`src/rtl/dut_chain.sv`:
```
// dut_chain: STAGES chained registered compute stages feeding a
// first-word-fall-through output FIFO.
//
// Ports:
//   clk, reset_l                        clock, async active-low reset
//   in_valid/in_ready                   operand handshake
//   in_data, in_key, in_mode            operand, key, op select
//   out_valid/out_ready                 FIFO head handshake
//   out_data                            FIFO head (0 when empty)
//   out_count                           pops so far, saturating
//   out_carry                           sticky add-overflow of the head item
//                                       (only when DUT_CHAIN_CARRY_EN is defined)
//
// Optional feature macro: DUT_CHAIN_CARRY_EN
//
// Stage op (i = stage index, all mod 2^WIDTH):
//   0: d + key   1: d ^ rol(key, i % WIDTH)   2: d + key + i   3: d

module dut_chain_stage #(
   parameter int WIDTH = 8,
   parameter int IDX   = 0
) (
   input  logic             clk,
   input  logic             reset_l,
   input  logic             adv,
   input  logic             vld_in,
   input  logic [WIDTH-1:0] d_in,
   input  logic [WIDTH-1:0] key_in,
   input  logic [1:0]       mode_in,
`ifdef DUT_CHAIN_CARRY_EN
   input  logic             carry_in,
   output logic             carry_q,
`endif
   output logic             vld_q,
   output logic [WIDTH-1:0] d_q,
   output logic [WIDTH-1:0] key_q,
   output logic [1:0]       mode_q
);
   localparam int               ROT   = IDX % WIDTH;
   localparam logic [WIDTH-1:0] IDX_W = WIDTH'(IDX);

   logic [2*WIDTH-1:0] kk;
   logic [WIDTH-1:0]   rol_key;
   logic [WIDTH+1:0]   sum0, sum2;
   logic [WIDTH-1:0]   f;
   logic               ovf;

   // rotate-left = upper half of the doubled key shifted left
   assign kk      = {key_in, key_in} << ROT;
   assign rol_key = kk[2*WIDTH-1:WIDTH];
   assign sum0    = {2'b00, d_in} + {2'b00, key_in};
   assign sum2    = sum0 + {2'b00, IDX_W};

   always_comb begin
      f   = d_in;
      ovf = 1'b0;
      unique case (mode_in)
         2'd0: begin f = sum0[WIDTH-1:0]; ovf = |sum0[WIDTH+1:WIDTH]; end
         2'd1: f = d_in ^ rol_key;
         2'd2: begin f = sum2[WIDTH-1:0]; ovf = |sum2[WIDTH+1:WIDTH]; end
         default: f = d_in;
      endcase
   end

   always_ff @(posedge clk or negedge reset_l) begin
      if (!reset_l) begin
         vld_q  <= 1'b0;
         d_q    <= '0;
         key_q  <= '0;
         mode_q <= '0;
`ifdef DUT_CHAIN_CARRY_EN
         carry_q <= 1'b0;
`endif
      end else if (adv) begin
         vld_q  <= vld_in;
         d_q    <= f;
         key_q  <= key_in;
         mode_q <= mode_in;
`ifdef DUT_CHAIN_CARRY_EN
         carry_q <= carry_in | ovf;
`endif
      end
   end

`ifndef DUT_CHAIN_CARRY_EN
   logic unused_ovf;
   assign unused_ovf = ovf;
`endif
endmodule

module dut_chain #(
   parameter int WIDTH      = 8,
   parameter int STAGES     = 3,
   parameter int FIFO_DEPTH = 4,
   parameter int CNT_W      = 16
) (
   input  logic             clk,
   input  logic             reset_l,
   input  logic             in_valid,
   output logic             in_ready,
   input  logic [WIDTH-1:0] in_data,
   input  logic [WIDTH-1:0] in_key,
   input  logic [1:0]       in_mode,
   output logic             out_valid,
   input  logic             out_ready,
   output logic [WIDTH-1:0] out_data,
`ifdef DUT_CHAIN_CARRY_EN
   output logic             out_carry,
`endif
   output logic [CNT_W-1:0] out_count
);
   localparam int AW = $clog2(FIFO_DEPTH);

   // index 0 is the input side; index i+1 is the output of stage i
   logic [STAGES:0]            vld_pipe;
   logic [STAGES:0][WIDTH-1:0] d_pipe;
   logic [STAGES:0][WIDTH-1:0] key_pipe;
   logic [STAGES:0][1:0]       mode_pipe;
`ifdef DUT_CHAIN_CARRY_EN
   logic [STAGES:0]            carry_pipe;
   assign carry_pipe[0] = 1'b0;
`endif

   logic adv, push, pop, fifo_full;

   assign vld_pipe[0]  = in_valid;
   assign d_pipe[0]    = in_data;
   assign key_pipe[0]  = in_key;
   assign mode_pipe[0] = in_mode;

   // full comes from the registered count, so a pop while full cannot
   // free a slot for a push in the same cycle
   assign adv      = !vld_pipe[STAGES] || !fifo_full;
   assign in_ready = adv;
   assign push     = adv && vld_pipe[STAGES];
   assign pop      = out_valid && out_ready;

   for (genvar i = 0; i < STAGES; i++) begin : g_stage
      dut_chain_stage #(.WIDTH(WIDTH), .IDX(i)) u_stage (
         .clk     (clk),
         .reset_l (reset_l),
         .adv     (adv),
         .vld_in  (vld_pipe[i]),
         .d_in    (d_pipe[i]),
         .key_in  (key_pipe[i]),
         .mode_in (mode_pipe[i]),
`ifdef DUT_CHAIN_CARRY_EN
         .carry_in(carry_pipe[i]),
         .carry_q (carry_pipe[i+1]),
`endif
         .vld_q   (vld_pipe[i+1]),
         .d_q     (d_pipe[i+1]),
         .key_q   (key_pipe[i+1]),
         .mode_q  (mode_pipe[i+1])
      );
   end

   // key/mode of the last stage are not needed past the chain
   logic unused_tail;
   assign unused_tail = ^{key_pipe[STAGES], mode_pipe[STAGES]};

   // ---- output FIFO ----
   logic [WIDTH-1:0] mem_d [FIFO_DEPTH];
`ifdef DUT_CHAIN_CARRY_EN
   logic             mem_c [FIFO_DEPTH];
`endif
   logic [AW-1:0]    wr_ptr, rd_ptr;
   logic [AW:0]      occ;

   assign fifo_full = (occ == (AW+1)'(FIFO_DEPTH));
   assign out_valid = (occ != '0);
   assign out_data  = out_valid ? mem_d[rd_ptr] : '0;
`ifdef DUT_CHAIN_CARRY_EN
   assign out_carry = out_valid ? mem_c[rd_ptr] : 1'b0;
`endif

   // storage needs no reset: the head is gated by out_valid
   always_ff @(posedge clk) begin
      if (push) begin
         mem_d[wr_ptr] <= d_pipe[STAGES];
`ifdef DUT_CHAIN_CARRY_EN
         mem_c[wr_ptr] <= carry_pipe[STAGES];
`endif
      end
   end

   always_ff @(posedge clk or negedge reset_l) begin
      if (!reset_l) begin
         wr_ptr    <= '0;
         rd_ptr    <= '0;
         occ       <= '0;
         out_count <= '0;
      end else begin
         if (push) wr_ptr <= wr_ptr + 1'b1;
         if (pop)  rd_ptr <= rd_ptr + 1'b1;
         if (push && !pop)      occ <= occ + 1'b1;
         else if (pop && !push) occ <= occ - 1'b1;
         if (pop && out_count != '1) out_count <= out_count + 1'b1;
      end
   end
endmodule
```
`config.mk`:
```
export PLATFORM = sky130hd
export DESIGN_NAME = dut_chain
export DESIGN_NICKNAME = d
export VERILOG_FILES = /design/src/rtl/dut_chain.sv
export SDC_FILE = /design/constraint.sdc
export NUM_CORES = 1
export LEC_CHECK = 0
export BUFFER_PORTS_ARGS = -buffer_cell sky130_fd_sc_hd__buf_2
export CAP_MARGIN = 10
export CORE_MARGIN = 3
export CORE_UTILIZATION = 49
export CTS_CLUSTER_SIZE = 8
export DETAILED_ROUTE_END_ITERATION = 8
export GPL_ROUTABILITY_DRIVEN = 0
export PLACE_DENSITY = 0.67
export SLEW_MARGIN = 20
export SYNTH_ARGS = -nofsm -noshare
export SYNTH_HDL_FRONTEND = slang
export SYNTH_HIERARCHICAL = 1
export SYNTH_SLANG_ARGS = --single-unit
```
`constraint.sdc`:
```
create_clock -name clk -period 2.8 [get_ports clk]
set_input_delay 0.28 -clock clk [delete_from_list [all_inputs] [get_ports clk]]
set_output_delay 0.28 -clock clk [all_outputs]
set_load 0.1 [all_outputs]
```
After elaboration in Yosys (flattened, before gate mapping). Memories as Yosys holds them, arrays and structs flattened. Index checks and enable logic that the tools add are counted.

Add/sub/neg operators: 10. Equal/unequal tests: 8. Mux-type cells: 8. Bitwise operators: 3. Reduce and logical (&&, ||, !) cells: 16.

Operator list (number): $pmux W8 S3 (2); $add A8 B8 Y8 (3); $xor A8 B8 Y8 (3); $add A16 B1 Y16 const B (1); $ne A16 B16 Y1 const B (1); $pmux W8 S2 (1); $add A8 B1 Y8 const B (1); $add A8 B2 Y8 const B (1); $mux W8 (1); $eq A2 B1 Y1 const B (3); $eq A2 B2 Y1 const B (3); $logic_not A2 Y1 (3); $mux W3 (2); $logic_and A1 B1 Y1 (5); $add A2 B1 Y2 const B (2); $logic_not A1 Y1 (4); $add A3 B1 Y3 const B (1); $eq A3 B3 Y1 const B (1); $reduce_bool A3 Y1 (1); $sub A3 B1 Y3 const B (1); $mux W1 (2); $reduce_bool A2 Y1 (1); $reduce_or A2 Y1 (1); $logic_or A1 B1 Y1 (1).

Register bits after elaboration: 70. Memory bits (writable): 32. Bits of input ports: 22. Word-level logic and storage cells: 60. Memories kept: 1.

Memory list: mem_d (words 4, width 8, rd ports 1, clocked after Yosys merged registers in 0, wr ports 1, RTL line 163) `logic [WIDTH-1:0] mem_d [FIFO_DEPTH];`.

Longest topological paths before layout. Gate-level depths: netlist of run 1.

Depth in word-level cells: 8. Mapped depth: 9.

By module. The synthesis of run 1 kept the hierarchy.

By module, submodules not included: dut_chain (instances 1, cells each 157, area each 2402.3 um^2, seq. area each 1536.5 um^2); dut_chain_stage (g_stage[2].u_stage) (instances 1, cells each 162, area each 1506.4 um^2, seq. area each 475.5 um^2); dut_chain_stage (g_stage[1].u_stage) (instances 1, cells each 159, area each 1452.6 um^2, seq. area each 475.5 um^2); dut_chain_stage (g_stage[0].u_stage) (instances 1, cells each 108, area each 1129.8 um^2, seq. area each 475.5 um^2).

Worst setup path before layout of run 1. Ideal clock, no wire load.

Path kind: register to output. From: register rd_ptr[0]. To: output port out_data[0]. Arrival time: 2.233 ns. Data required time: 2.520 ns. Slack: 0.287 ns. Cell stages (with the launch flop): 4. Path through: dfrtp_1 > buf_2 > mux4_2 > nor2b_1.

Longest elaborated chain between the ends: 2.

RTL lines: start: declaration (RTL line 167) `logic [AW-1:0] wr_ptr, rd_ptr;`; start signal: assignment (RTL line 195) `if (pop) rd_ptr <= rd_ptr + 1'b1;`; $mem_v2 Z4 W8; $mux W8 (RTL line 172) `assign out_data = out_valid ? mem_d[rd_ptr] : '0;`; end: declaration (RTL line 106) `output logic [WIDTH-1:0] out_data,`.

No other way between the ends.

Worst setup path in the final report of run 1.
From: register g_stage[1].u_stage.d_q[0]. To: register g_stage[2].u_stage.d_q[5].

Longest elaborated chain between the ends: 3.

RTL lines: start: declaration (RTL line 35) `output logic [WIDTH-1:0] d_q,`; start signal: assignment (RTL line 68) `d_q <= '0;`; start signal: assignment (RTL line 76) `d_q <= f;`; $add A8 B8 Y8 (*) (RTL line 51) `assign sum0 = {2'b00, d_in} + {2'b00, key_in};`; $add A8 B2 Y8 (RTL line 52) `assign sum2 = sum0 + {2'b00, IDX_W};`; $pmux W8 S3 (*) (RTL line 57) `unique case (mode_in)`; end signal: assignment (RTL line 68); end signal: assignment (RTL line 76); end: declaration (RTL line 35).

Every way passes the cells marked *; elsewhere a longest branch is shown, timed or not. A chain may end at the register's enable or synchronous reset.

==> metrics.yaml, run 1 <==
run_status:
  status: "completed"
die:
  rows: 40
  num_io_pins: 48
  die_area_um2: 13900
  coreArea_um2: 12100
  initial_core_util_pct: 50.6
  die_w_um: 118
  die_y_um: 118
cts:
  numCtsBuffers: 9
  path_clk_slew_ns: 0.07
  cts_tree: "built"
  clock-sinks: 102
  clkLatencyLatePin_ns: 0.35
  cts.root.buffer_cell: "clkbuf_16"
  htreeDepth: 3
  post_cts_resized: 0
  clockBufferDepth: 2
sta:
  hold_violations: 0
  tightest_slew_ns: 0.733
  skew_ns: 0.00703
  slew_headroom_pct: 51.1
  rsz0062_at_grt: "false"
  finalCriticalPeriod_ns: 2.57
  setup_viol: 0
  fin_ws_ns: 0.230
  final.period_utilization_pct: 91.8
  max_freq_ghz: 0.389
  slew_violations: 0
  tns_ns: 0
final_layout:
  layout_common_cells: "dfrtp_1, buf_2, nor2_1, nand2_1, edfxtp_1"
  nets: 665
  drive_above_1_share_pct: 21.0
  ff_latch_area_um2: 2710
  diodes: 0
  mostFrequentLayoutCell: "dfrtp_1"
  multiInputGateArea_um2: 3180
  syn_to_final_growth_pct: 11.0
  num-fill-cells: 1092
power_and_ir_drop:
  clock_power_share_pct: 14.2
  p_int_mw: 4.52
  switching_share_pct: 47.1
  p_leak_nw: 2.90
  max-vdd-ir-drop_mv: 0.404
  pwr-share-comb_pct: 54.3
  power_mw: 8.54
  switching_power_mw: 4.02
  pwr_density_cell_nw_per_um2: 1250
  seqPwrFrac_pct: 31.5
yosys:
  synth_nets: 620
  syn_area_um2: 6130
  synth_warnings: 6
  synth_cells: 565
  avgSynthCellArea_um2: 10.9
setup_path:
  cpPeakStageDelay_ns: 0.40
  path_common_cell: "ha_1"
  path_class: "register to register"
  crit_buf_inv: 1
  cp-end-kind: "register"
  path_max_fanout: 3
  crit_arrival_ns: 2.77
  path_cells: "ha_1, inv_1, fa_1, xnor2_1, ha_1, nor3b_1, nand4b_1, a32oi_1, o32ai_1"
  cp.required_ns: 3.00
  cp_slowest_cell: "dfrtp_1"
  cp-start-kind: "register"
  path_delay_family: "adder cells"
routing:
  drc: 0
  wl_per_cell_um: 15.5
  first_pass_iters: 5
  viasPerCell: 5.59
  wirelength_mm: 12.1
  routed-via-count: 4374
  drtIter0Drc: 341
  detail-route-antenna-nets: 0
placed_design:
  portBuffers: 47
  dp_slack_ns: 0.257
  dp_hpwl_mm: 9.20
global_routing:
  grt_antenna_before_repair: 0
  gr-total-overflow: 0
  grt_usage_pct: 18.3
  grt_pass1_vias: 4294
  grt_start_max_net_pins: 29
  grt_pass1_wl_mm: 20.9
flow_run:
  maxCapViolCount: 0
min_path:
  hold_path_class: "input port to register"
per-layer routing:
metal  GRT usage (%)  routed length (um)
met1            22.7                5370
met2            32.5                6170
met3            4.28                 450
met4            4.47                 107
met5               0                   0
what timing repair did:
item	CTS	global route
hold buffers	1	0
endpoints found under the hold margin	23	0
setup buffers	0	0
final timing paths:
kind | start | endpoint | slack, ns | depth (start not counted)
setup reg to reg | g_stage[1].u_stage/d_q[0]$_DFFE_PN0P_ | g_stage[2].u_stage/d_q[5]$_DFFE_PN0P_ | 0.23 | 9
setup / recovery | g_stage[1].u_stage/d_q[0]$_DFFE_PN0P_ | g_stage[2].u_stage/d_q[5]$_DFFE_PN0P_ | 0.23 | 9
hold reg to reg | g_stage[0].u_stage/vld_q$_DFFE_PN0P_ | g_stage[1].u_stage/vld_q$_DFFE_PN0P_ | 0.50 | 1
max in group asynchronous | reset_l | g_stage[0].u_stage/d_q[5]$_DFFE_PN0P_ | 1.53 | 3
hold / removal | in_valid | g_stage[0].u_stage/vld_q$_DFFE_PN0P_ | 0.17 | 2
min in group asynchronous | reset_l | occ[2]$_DFFE_PN0P_ | 0.49 | 2
power by group through the flow:
stage	combinational, mW	clock (mW)	sequential [mW]
after detailed placement	4.64	0	2.73
after floorplan	3.76	0	2.77
final	4.64	1.21	2.69
after global placement	4.55	0	2.69
after CTS	4.66	1.25	2.70
after global routing	5.08	1.31	2.79
final cells by class:
class	instances	area share, %
clock buffer	11	3.73
clock inverter	5	0.588
inverter	27	1.53
multi-input combinational	414	46.7
sequential	102	39.8
tap	168	3.09
timing repair buffer	56	4.48
flip-flops by register name, summed over array words and instances (netlist names):
signal and cells:
mem_d 32, g_stage.u_stage/d_q 24, g_stage.u_stage/key_q 16, out_count 16
g_stage.u_stage/mode_q 4, g_stage.u_stage/vld_q 3, occ 3, rd_ptr 2
wr_ptr 2
stage by stage:
step | util (%) | area [um2] | cells | hold WS [ns]
3_5_place_dp | 53.7 | 6500 | 766 | 0.300
5_1_grt | 56.2 | 6810 | 783 | 0.168
2_1_floorplan | - | 6130 | 565 | -0.0156
3_3_place_gp | 53.7 | 6500 | 766 | 0.303
6_report | 56.2 | 6810 | 783 | 0.173
4_1_cts | 56.2 | 6810 | 783 | 0.166
Note: power is estimated with default switching activity, not from simulation.
==> run 2: changes to the inputs <==
==> constraint.sdc (replaced) <==
create_clock -name clk -period 3.2 [get_ports clk]
set_input_delay 0.32 -clock clk [delete_from_list [all_inputs] [get_ports clk]]
set_output_delay 0.32 -clock clk [all_outputs]
set_load 0.1 [all_outputs]
==> metrics.yaml, run 2 (synthesis gave the netlist of run 1 again) <==
routing:
  viasPerCell: 5.62  # +0.55%
  drc: 0  # unchanged
  routed-via-count: 4381  # +0.16%
  drtIter0Drc: 281  # -18%
  wl_per_cell_um: 15.4  # -0.42%
  first_pass_iters: 4  # -1
  wirelength_mm: 12.0  # -0.80%
  detail-route-antenna-nets: 0  # unchanged
final_layout:
  instances_no_fill: 780  # -0.38%
  top_register: "mem_d"
  multiInputGateArea_um2: 3180  # unchanged
  layout_common_cells: "dfrtp_1, buf_2, nor2_1, nand2_1, edfxtp_1"
  diodes: 0  # unchanged
  largest_reg_flops: 32  # unchanged
  largestRegisters: "mem_d (32), g_stage.u_stage/d_q (24)"
  mostFrequentLayoutCell: "dfrtp_1"
  syn_to_final_growth_pct: 11.2
  drive_above_1_share_pct: 20.8  # -0.22 points
  ff_latch_area_um2: 2710  # unchanged
  nets: 662  # -0.45%
  num-fill-cells: 1039  # -4.9%
setup_path:
  cp_slowest_cell: "fa_1"
  path_common_cell: "ha_1"
  ff2ff_setup_slack_ns: 0.60  # +0.37 ns
  cpPeakStageDelay_ns: 0.41  # about the same
  cp-startpoint: "g_stage[1].u_stage/d_q[0]$_DFFE_PN0P_"
  cp.depth: 9  # unchanged
  crit_buf_inv: 1  # unchanged
  path_class: "register to register"
  reg2regPathDepth: 9  # unchanged
  path_delay_family: "adder cells"
  path_cells: "ha_1, inv_1, fa_1, xnor2_1, ha_1, nor3b_1, nand4b_1, a32oi_1, o32ai_1"
  regToRegStartpoint: "g_stage[1].u_stage/d_q[0]$_DFFE_PN0P_"
  path_max_fanout: 3  # unchanged
  crit_end: "g_stage[2].u_stage/d_q[5]$_DFFE_PN0P_"
  crit_arrival_ns: 2.80  # +0.03 ns
  worstReg2RegEnd: "g_stage[2].u_stage/d_q[5]$_DFFE_PN0P_"
  cp.required_ns: 3.40  # +0.40 ns
  cp-end-kind: "register"
  cp-start-kind: "register"
cts:
  clockBufferDepth: 2  # unchanged
  clkLatencyLatePin_ns: 0.34  # about the same
  post_cts_resized: 0  # unchanged
  clock-sinks: 102  # unchanged
  htreeDepth: 3  # unchanged
  cts.root.buffer_cell: "clkbuf_16"
  cts_tree: "built"
  numCtsBuffers: 9  # unchanged
  path_clk_slew_ns: 0.07  # about the same
sta:
  final.period_utilization_pct: 81.3  # -11 points
  tns_ns: 0  # unchanged
  tightest_slew_ns: 0.789  # +0.0557 ns
  slew_violations: 0  # unchanged
  setup_viol: 0  # unchanged
  skew_ns: 0.00547  # -0.00156 ns
  finalCriticalPeriod_ns: 2.60  # +0.0309 ns
  max_freq_ghz: 0.385  # -1.2%
  slew_headroom_pct: 47.4  # -3.7 points
  rsz0062_at_grt: "false"
  hold_violations: 0  # unchanged
die:
  rows: 40  # unchanged
  initial_core_util_pct: 50.6  # unchanged
  die_area_um2: 13900  # unchanged
  die_y_um: 118  # unchanged
  die_w_um: 118  # unchanged
  num_io_pins: 48  # unchanged
  coreArea_um2: 12100  # unchanged
run_status:
  status: "completed"
power_and_ir_drop:
  max-vdd-ir-drop_mv: 0.569  # +41%
  pwr-share-comb_pct: 53.5  # -0.8 points
  seqPwrFrac_pct: 31.1  # -0.4 points
  power_mw: 7.57  # -11%
  switching_share_pct: 46.5  # -0.58 points
  pwr_density_cell_nw_per_um2: 1110  # -11%
  switching_power_mw: 3.52  # -12%
  p_leak_nw: 2.90  # +0.15%
  p_int_mw: 4.05  # -10%
  clock_power_share_pct: 15.4  # +1.2 points
global_routing:
  grt_pass1_wl_mm: 20.9  # -0.27%
  grt_antenna_before_repair: 0  # unchanged
  grt_start_max_net_pins: 62  # +110%
  top_usage_layer: "met2"
  grt.met3_usage_pct: 3.36  # -0.91 points
  use_met2_pct: 31.9  # -0.57 points
  grt_pass1_vias: 4327  # +0.77%
  grt_usage_pct: 18.2  # -0.16 points
  gr-total-overflow: 0  # unchanged
  met1_usage_pct: 23.0  # +0.32 points
flow_run:
  maxCapViolCount: 0  # unchanged
min_path:
  hold_path_class: "input port to register"
placed_design:
  portBuffers: 47  # unchanged
  placed_cells: 763  # -0.39%
  dp_hpwl_mm: 8.98  # -2.4%
## run 2: power groups by stage
stage	logic, mW	registers (mW)	clock network [mW]
3_5_place_dp	4.05	2.39	0
2_1_floorplan	3.29	2.43	0
3_3_place_gp	3.97	2.36	0
5_1_grt	4.45	2.44	1.25
4_1_cts	4.07	2.36	1.20
6_report	4.05	2.35	1.17
## run 2: timing repair
item                                   CTS  global route
endpoints found under the hold margin    9             0
setup buffers                            0             0
hold buffers                             1             0
## run 2: final cells by class
type	instances	share of cell area [%]
clock inverter	4	0.862
sequential	102	39.8
tap	168	3.08
inverter	27	1.52
multi-input combinational	414	46.7
clock buffer	12	3.94
timing repair buffer	53	4.15
## run 2: worst min path at each step
stage                    from                                       to  slack, ns  depth (start not counted)
finish              in_key[5]  g_stage[0].u_stage/key_q[5]$_DFFE_PN0P_       0.23                          2
global route         in_valid     g_stage[0].u_stage/vld_q$_DFFE_PN0P_       0.22                          2
CTS                 in_key[5]  g_stage[0].u_stage/key_q[5]$_DFFE_PN0P_       0.21                          2
detailed placement    reset_l                       occ[0]$_DFFE_PN0P_       0.19                          1
global placement      reset_l                       occ[1]$_DFFE_PN0P_       0.19                          1
floorplan             reset_l    g_stage[0].u_stage/d_q[0]$_DFFE_PN0P_       0.02                          0
## run 2: routing by layer
layer / share of wire (%) / wire length [um]
met3: 4.0 / 479
met1: 44 / 5270
met5: 0 / 0
met4: 1.5 / 185
met2: 51 / 6070
## run 2: through the flow
stage / util (%) / hold slack [ns] / setup WS [ns] / area [um2]
floorplan: - / 0.0244 / 0.647 / 6130
global placement: 53.5 / 0.186 / 0.712 / 6480
detailed placement: 53.5 / 0.190 / 0.632 / 6480
CTS: 56.3 / 0.215 / 0.614 / 6820
global route: 56.3 / 0.221 / 0.365 / 6820
finish: 56.3 / 0.227 / 0.600 / 6820
==> run 3: changes to the inputs <==
--- a/config.mk
+++ b/config.mk
@@ -12,7 +12,7 @@
 export CTS_CLUSTER_SIZE = 8
 export DETAILED_ROUTE_END_ITERATION = 8
 export GPL_ROUTABILITY_DRIVEN = 0
-export PLACE_DENSITY = 0.67
+export PLACE_DENSITY = 0.7
 export SLEW_MARGIN = 20
 export SYNTH_ARGS = -nofsm -noshare
 export SYNTH_HDL_FRONTEND = slang
==> constraint.sdc (replaced) <==
create_clock -name clk -period 2.3 [get_ports clk]
set_input_delay 0.23 -clock clk [delete_from_list [all_inputs] [get_ports clk]]
set_output_delay 0.23 -clock clk [all_outputs]
set_load 0.1 [all_outputs]
==> metrics.yaml, run 3 (synthesis gave the netlist of run 1 again) <==
power_and_ir_drop:
  pwr_density_cell_nw_per_um2: 1570  # +41%
  max-vdd-ir-drop_mv: 1.29  # +130%
  p_leak_nw: 3.12  # +7.3%
  power_mw: 11.4  # +50%
routing:
  routed-via-count: 4672  # +6.6%
  detail-route-antenna-nets: 0  # unchanged
  wl_per_cell_um: 16.0  # +4.2%
  first_pass_iters: 5  # +1
  drtIter0Drc: 303  # +7.8%
  wirelength_mm: 13.2  # +9.7%
  drc: 0  # unchanged
  viasPerCell: 5.69  # +1.3%
sta:
  slew_violations: 0  # unchanged
  hold_violations: 0  # unchanged
  max_freq_ghz: 0.438  # +14%
  setup_viol: 0  # unchanged
  final.period_utilization_pct: 99.4  # +18 points
  finalCriticalPeriod_ns: 2.29  # -0.315 ns
  tns_ns: 0  # unchanged
  rsz0062_at_grt: "true"
  tightest_slew_ns: 0.725  # -0.0635 ns
  slew_headroom_pct: 51.6  # +4.2 points
  skew_ns: 0.00583  # +0.000360 ns
  fin_ws_ns: 0.0146  # -0.585 ns
final_layout:
  num-fill-cells: 1052  # +1.3%
  layout_common_cells: "dfrtp_1, buf_2, buf_4, nor2_1, nand2_1"
  nets: 703  # +6.2%
  instances_no_fill: 821  # +5.3%
  largest_reg_flops: 32  # unchanged
  drive_above_1_share_pct: 30.9  # +10 points
  mostFrequentLayoutCell: "dfrtp_1"
  syn_to_final_growth_pct: 18.2
  diodes: 0  # unchanged
  top_register: "mem_d"
  fin_util_pct: 59.8  # +3.5 points
  largestRegisters: "mem_d (32), g_stage.u_stage/d_q (24)"
setup_path:
  cp-start-kind: "register"
  cp_slowest_cell: "dfrtp_2"
  crit_buf_inv: 0  # -1
  reg2regPathDepth: 7  # -2
  path_class: "register to register"
  cp-end-kind: "register"
  crit_arrival_ns: 2.52  # -0.28 ns
  path_max_fanout: 5  # +2
  path_cells: "ha_1, a211oi_4, nor3b_2, or2_1, o41a_1, o21ai_1, a21oi_1"
  path_delay_family: "compound AO/OA/AOI/OAI gates"
  cpPeakStageDelay_ns: 0.45  # +0.04 ns
  cp.depth: 7  # -2
  cp.required_ns: 2.53  # -0.87 ns
die:
  initial_core_util_pct: 50.6  # unchanged
  num_io_pins: 48  # unchanged
  die_y_um: 118  # unchanged
  coreArea_um2: 12100  # unchanged
  die_w_um: 118  # unchanged
  rows: 40  # unchanged
  die_area_um2: 13900  # unchanged
cts:
  clockBufferDepth: 2  # unchanged
  clock-sinks: 102  # unchanged
  cts_tree: "built"
  path_clk_slew_ns: 0.07  # about the same
  cts.root.buffer_cell: "clkbuf_16"
  clkLatencyLatePin_ns: 0.35  # about the same
  htreeDepth: 3  # unchanged
  numCtsBuffers: 9  # unchanged
placed_design:
  placed_cells: 792  # +3.8%
  dp_hpwl_mm: 9.71  # +8.1%
  portBuffers: 47  # unchanged
  dp_slack_ns: -0.126  # -0.758 ns
global_routing:
  gr-total-overflow: 0  # unchanged
  grt_start_max_net_pins: 32  # -48%
  grt_antenna_before_repair: 0  # unchanged
  grt_pass1_wl_mm: 22.1  # +5.8%
  grt_usage_pct: 19.3  # +1.1 points
  grt_pass1_vias: 4601  # +6.3%
flow_run:
  maxCapViolCount: 0  # unchanged
min_path:
  hold_path_class: "input port to register"
  hold_depth: 2  # unchanged
run_status:
  status: "completed"
[run 3: cell types whose count changed in the layout (fill, tap and decap cells not counted), moves of 4 or more]
cell,previous run,this run
buf_4,5,45
nor2b_1,18,9
nor2b_2,0,9
dfrtp_1,70,62
dfrtp_2,0,8
ha_1,29,24
xnor2_1,24,20
xnor2_2,0,4
[run 3: final cells by class]
class	instances	area, um2	area share, %
clock inverters	5	43.8	0.604
flip-flops and latches	102	2720	37.6
repair buffers	94	606	8.35
well taps	168	210	2.90
multi-input cells	414	3330	45.9
clock buffers	11	233	3.21
inverters	27	104	1.43
[run 3: what timing repair did]
item	4_1_cts	5_1_grt
pin swaps	1	18
endpoints found under the setup margin	7	9
gates cloned	0	0
resized for setup	4	24
endpoints found under the hold margin	17	0
setup buffers	0	12
hold buffers	1	0
[run 3: final timing paths]
check                      slack, ns                                   from                                    end
setup / recovery                0.01  g_stage[0].u_stage/d_q[1]$_DFFE_PN0P_  g_stage[1].u_stage/d_q[6]$_DFFE_PN0P_
hold / removal                  0.11                               in_valid   g_stage[0].u_stage/vld_q$_DFFE_PN0P_
setup reg to reg                0.01  g_stage[0].u_stage/d_q[1]$_DFFE_PN0P_  g_stage[1].u_stage/d_q[6]$_DFFE_PN0P_
hold reg to reg                 0.50               out_count[5]$_DFFE_PN0P_               out_count[5]$_DFFE_PN0P_
max in group asynchronous       1.21                                reset_l  g_stage[0].u_stage/d_q[1]$_DFFE_PN0P_
min in group asynchronous       0.40                                reset_l  g_stage[2].u_stage/d_q[3]$_DFFE_PN0P_
[run 3: layer usage]
layer / global-route usage, % / wire length, um
met5: 0 / 0
met2: 33.2 / 6680
met4: 6.67 / 260
met3: 2.50 / 470
met1: 25.2 / 5760
[run 3: power by group]
part	internal, mW	total (mW)	switching [mW]	leakage [nW]
Clock	0.748	1.44	0.689	0.128
Sequential	2.59	3.20	0.604	1.13
Combinational	2.75	6.74	3.99	1.86
[run 3: per-stage QoR]
stage | cell area [um2] | hold WS (ns)
floorplan | 6180 | -0.0656
detailed placement | 6750 | 0.246
global route | 7250 | 0.122
finish | 7250 | 0.109
global placement | 6750 | 0.237
CTS | 7050 | 0.101
